$ cat src/rtl/serializer_pkg.sv
// Shared constants for the per-lane serializer: word geometry and the idle symbol.
package serializer_pkg;

    localparam int WORD_W = 32;
    localparam int CNT_W  = $clog2(WORD_W);

    typedef logic [WORD_W-1:0] word_t;

    localparam logic [7:0] IDLE_BYTE = 8'hBC;
    localparam word_t      IDLE_WORD = {4{IDLE_BYTE}};

endpackage

$ cat src/rtl/lane_fifo2.sv
// Two-entry word FIFO feeding the serializer; push is ignored when full, pop when empty.
module lane_fifo2
    import serializer_pkg::*;
(
    input  logic  clk_32f,
    input  logic  reset,
    input  logic  push_i,
    input  word_t wdata_i,
    input  logic  pop_i,
    output word_t head_o,
    output logic  full_o,
    output logic  empty_o
);

    word_t      mem_q [2];
    logic       rd_ptr_q;
    logic       wr_ptr_q;
    logic [1:0] count_q;
    logic       do_push;
    logic       do_pop;

    assign full_o  = (count_q == 2'd2);
    assign empty_o = (count_q == 2'd0);
    assign do_push = push_i && !full_o;
    assign do_pop  = pop_i && !empty_o;
    assign head_o  = mem_q[rd_ptr_q];

    // NOTE: state registers use <= so every flop samples pre-edge values, independent of block order.
    always_ff @(posedge clk_32f) begin
        if (reset) begin
            rd_ptr_q <= 1'b0;
            wr_ptr_q <= 1'b0;
            count_q  <= 2'd0;
        end else begin
            if (do_push) wr_ptr_q <= ~wr_ptr_q;
            if (do_pop)  rd_ptr_q <= ~rd_ptr_q;
            case ({do_push, do_pop})
                2'b10:   count_q <= count_q + 2'd1;
                2'b01:   count_q <= count_q - 2'd1;
                default: count_q <= count_q;
            endcase
        end
    end

    // NOTE: storage has no reset; the count guarantees a stale entry is never read out.
    always_ff @(posedge clk_32f) begin
        if (do_push) mem_q[wr_ptr_q] <= wdata_i;
    end

endmodule

$ cat src/rtl/serializer_lane.sv
// Per-lane parallel-to-serial stage: 32-cycle back-to-back frames, each a buffered word or idle.
module serializer_lane
    import serializer_pkg::*;
(
    input  logic              clk_32f,
    input  logic              reset,
    input  logic [WORD_W-1:0] data_in,
    input  logic              valid_in,
    output logic              ready_out,
    output logic              data_out,
    output logic              active_out,
    output logic              word_done
);

    logic [CNT_W-1:0] cnt_q, cnt_d;
    word_t            shreg_q, shreg_d;
    logic             data_q, data_d;
    logic             active_q, active_d;
    logic             done_q, done_d;
    word_t            head;
    word_t            load_word;
    logic             full, empty;
    logic             push, pop, load;

    assign ready_out = !full && !reset;
    assign push      = valid_in && ready_out;

    lane_fifo2 u_fifo (
        .clk_32f (clk_32f),
        .reset   (reset),
        .push_i  (push),
        .wdata_i (data_in),
        .pop_i   (pop),
        .head_o  (head),
        .full_o  (full),
        .empty_o (empty)
    );

    // NOTE: every signal gets a default first so no path leaves a value unassigned (no latch).
    always_comb begin
        load      = (cnt_q == CNT_W'(WORD_W - 1));
        pop       = load && !empty;
        load_word = empty ? IDLE_WORD : head;
        cnt_d     = cnt_q + CNT_W'(1);
        shreg_d   = {shreg_q[WORD_W-2:0], 1'b0};
        data_d    = shreg_q[WORD_W-1];
        active_d  = active_q;
        done_d    = active_q && (cnt_q == CNT_W'(WORD_W - 2));
        if (load) begin
            // MSB goes straight out; the register keeps the remaining bits pre-shifted.
            cnt_d    = '0;
            shreg_d  = {load_word[WORD_W-2:0], 1'b0};
            data_d   = load_word[WORD_W-1];
            active_d = !empty;
            done_d   = 1'b0;
        end
    end

    always_ff @(posedge clk_32f) begin
        if (reset) begin
            cnt_q    <= '1;
            shreg_q  <= '0;
            data_q   <= 1'b0;
            active_q <= 1'b0;
            done_q   <= 1'b0;
        end else begin
            cnt_q    <= cnt_d;
            shreg_q  <= shreg_d;
            data_q   <= data_d;
            active_q <= active_d;
            done_q   <= done_d;
        end
    end

    assign data_out   = data_q;
    assign active_out = active_q;
    assign word_done  = done_q;

endmodule

$ cat config.mk
export PLATFORM = sky130hd
export DESIGN_NAME = serializer_lane
export DESIGN_NICKNAME = d
export VERILOG_FILES = /design/src/rtl/serializer_pkg.sv /design/src/rtl/lane_fifo2.sv /design/src/rtl/serializer_lane.sv
export SDC_FILE = /design/constraint.sdc
export NUM_CORES = 1
export LEC_CHECK = 0
export ABC_AREA = 1
export CELL_PAD_IN_SITES_DETAIL_PLACEMENT = 1
export CELL_PAD_IN_SITES_GLOBAL_PLACEMENT = 1
export CORE_MARGIN = 10
export CORE_UTILIZATION = 48
export DETAILED_ROUTE_END_ITERATION = 8
export PLACE_DENSITY = 0.81
export SETUP_SLACK_MARGIN = 0.2
export SYNTH_ARGS = -nofsm -noshare
export SYNTH_HDL_FRONTEND = slang
export SYNTH_SLANG_ARGS = --single-unit
export TNS_END_PERCENT = 20
$ cat constraint.sdc
create_clock -name clk_32f -period 5.5 [get_ports clk_32f]
set_input_delay 0.825 -clock clk_32f [delete_from_list [all_inputs] [get_ports clk_32f]]
set_output_delay 0.825 -clock clk_32f [all_outputs]
set_load 0.01 [all_outputs]
==> run_results.csv <==
group,metric,value,unit
sta,min_period_over_period,52.69,%
clocking,clk_pin_slew_worst_paths,100,ps
critical_path,slowest_stage,"ha_1",
sta,setup_tns,0,ps
yosys,synth_xor_area_share,0,%
final_layout,antenna_cells,0,
global_routing,grt-ovfl-total,0,
final_layout,area_delta_synth_final,17.05,%
routing,wl_per_cell,16.11,microns
routing,wl,7699,microns
final_layout,nFillCells,817,
routing,first_pass_iters,4,
critical_path,regToRegSetupSlack,2600,ps
critical_path,r2r_cells,12,
critical_path,crit_chain,"ha_1, nand2_1, nor2_1, ha_1, inv_2, nor2_4, ha_1, inv_1, nand2_1, nor2_1, nor2_1, nor2_1",
floorplanning,die_area,11910,sq um
final_layout,post-route-cell-area,4466,sq um
floorplanning,pin_count,39,
power_and_ir_drop,power.static_leakage,1.704,nW
critical_path,r2r-start,"cnt_q[0]",
global_routing,grt_start_max_net_pins,33,
clocking,ctsResizeCount,0,
floorplanning,core-area,7727,sq um
yosys,synth-compound-area-share,7.084,%
critical_path,timing.rr.end,"u_fifo.count_q[1]",
yosys,ys_seq_area_share,73.47,%
final_layout,fin_nets,410,
clocking,cts_setup_buffers,0,
sta,tightest_slew,1012,ps
yosys,synth_simple_gate_area_share,14.79,%
yosys,synthTopCellsByArea,"edfxtp_1, dfxtp_1, nand2_1, o21ai_0, a31oi_1",
global_routing,first_global_vias,2602,
yosys,synthCells,335,
power_and_ir_drop,powerDensity,361.7,nW/um^2
yosys,synth_fa_ha_area_share,1.312,%
hold_path,min_to,"shreg_q[25]",
yosys,synth.area.mux_share,0,%
flow_run,maxCapViolCount,0,
sta,max_freq,345.0,MHz
clocking,root_buffer,"clkbuf_8",
sta,rsz0062_at_grt,"false",
yosys,synth_cell_types,19,
critical_path,cp_common_cell,"nor2_1",
critical_path,path_buf_inv,2,
routing,viasPerCell,5.119,
yosys,syn-num-nets,374,
routing,vias,2447,
clocking,cts_made_buffers,9,
clocking,h-tree-depth,3,
yosys,synth_top_family_by_area,"simple AND/OR/NAND/NOR gates",
floorplanning,num_rows,32,
hold_path,min-delay-start,"shreg_q[24]",
place,dpl_cell_area,4273,sq um
critical_path,crit_cells,12,
clocking,tritoncts,"yes",
global_routing,track_usage,13.81,%
routing,drt_iter0_drc,107,
place,place.gp.congestion,0.7144,
sta,max-slew-margin-rel,32.45,%
floorplanning,die_h,109.2,microns
critical_path,required,5810,ps
hold_path,hold_path.class,"register to register",
critical_path,crit_arrival,3200,ps
yosys,avgSynthCellArea,11.39,sq um
final_layout,drive_gt1_share,6.915,%
sta,timing_hold_violations_final,0,
place,dp_hpwl,5091,microns
critical_path,crit_type,"register to register",
sta,setup-violations-final,0,
yosys,synth_area,3815,sq um
critical_path,slowest_delay,720,ps
yosys,yosys.area.top_type,"edfxtp_1",
sta,fin_skew,9.051,ps
hold_path,holdPathStages,2,
critical_path,crit_fanout,24,
yosys,synth_top_cell_area_share,50.38,%
clocking,holdBufCountCts,0,
clocking,clock_path_buffers,2,
global_routing,antenna_found_initial,0,
routing,ant_nets,0,
yosys,ys.warnings.count,0,
routing,drcViolationCount,0,
place,io_buffers,38,
yosys,yosys_register_bits,108,
clocking,cts_sinks,108,
global_routing,grt_pass1_wl,12580,microns
critical_path,endpoint_kind,"register",
power_and_ir_drop,ir_drop,0.2138,mV
final_layout,multi_input_comb_area,887.1,sq um
critical_path,cp_top_family,"adder cells",
clocking,clkLatencyLatePin,360,ps
critical_path,cp-start-kind,"register",
sta,maxSlewViolCount,0,
floorplanning,initial_core_util,49.37,%
sta,period_needed,2898,ps
final_layout,register_area,2803,sq um
floorplanning,die_x,109.2,microns
outcome,status,"finished clean",
[power breakdown]
group          internal [W]  switching (W)
Clock              0.000176       0.000286
Sequential         0.000929      0.0000252
Combinational     0.0000760       0.000123
Total               0.00118       0.000434
[worst max path at each step]
stage	from	to	slack [ps]
after detailed placement	reset	u_fifo.mem_q[1][10]	2370
after floorplan	reset	u_fifo.mem_q[0][0]	2550
final	cnt_q[0]	u_fifo.count_q[1]	2600
after global placement	reset	u_fifo.mem_q[1][10]	2460
after global routing	cnt_q[0]	u_fifo.count_q[1]	2260
after CTS	cnt_q[0]	u_fifo.count_q[1]	2540
[per-layer routing]
layer	vias to the layer above	global-route usage (%)	routed length [microns]
met1	1193	15.35	3284
met5	-	0	0
li1	1202	-	-
met2	45	25.28	4055
met3	7	4.012	288
met4	0	3.390	70
[cell usage after synthesis, drive strengths merged]
cell and number:
nand2 122, o21ai 26, dfxtp 44, buf 10
clkbuf 6, nor3 1, a31oi 20, inv 14
nand4 3, nand3 2, edfxtp 64, nor2 15
a21oi 3, ha 4, or2 1
[worst register-to-register path, cell delays in order (launching register included)]
cell     delay [ps]
dfxtp_1         390
ha_1            180
nand2_1          70
nor2_1          110
ha_1            720
inv_2           120
nor2_4          520
ha_1            360
inv_1            90
nand2_1          60
nor2_1           90
nor2_1           50
nor2_1           90
[cell type report]
cell class	instances	area share, %
Inverter	14	1.177
Sequential cell	108	62.76
Clock buffer	9	2.774
Timing Repair Buffer	41	9.022
Clock inverter	7	1.541
Multi-Input combinational cell	197	19.87
Tap cell	102	2.858
[registers in the layout, summed over array words and instances (netlist names), named ones only]
signal,cells
u_fifo.wr_ptr_q,1
word_done,1
u_fifo.count_q,2
active_out,1
u_fifo.rd_ptr_q,1
data_out,1
u_fifo.mem_q,64
shreg_q,31
cnt_q,5
[through the flow]
stage / utilization (%) / power (W) / hold slack [ps] / setup WS (ps) / std cells
floorplan: - / 0.001092 / 403.0 / 2552 / 335
global placement: 55.29 / 0.001162 / 408.4 / 2460 / 462
detailed placement: 55.29 / 0.001175 / 422.1 / 2369 / 462
CTS: 57.79 / 0.001635 / 445.3 / 2545 / 478
global route: 57.79 / 0.001700 / 466.4 / 2263 / 478
finish: 57.79 / 0.001615 / 444.9 / 2602 / 478
[cell usage in the layout (no fill, tap or decap), types with 4 or more instances in the layout]
cell type        count
dfxtp_1             44
a31oi_1             20
ha_1                 4
nor2_1              13
edfxtp_1            64
o21ai_0             26
clkdlybuf4s50_1     38
inv_1               11
clkbuf_8             9
nand2_1            121
[logic make-up (layout without fill, tap and decap cells)]
kind of cell               count (synthesis)  after routing
AOI/OAI and AO/OA                         49             49
adders and majority gates                  4              4
DFF                                      108            108
and+or+nand+nor                          144            144
buffers and inverters                     30             71
Power figures use the tool's default switching activity.
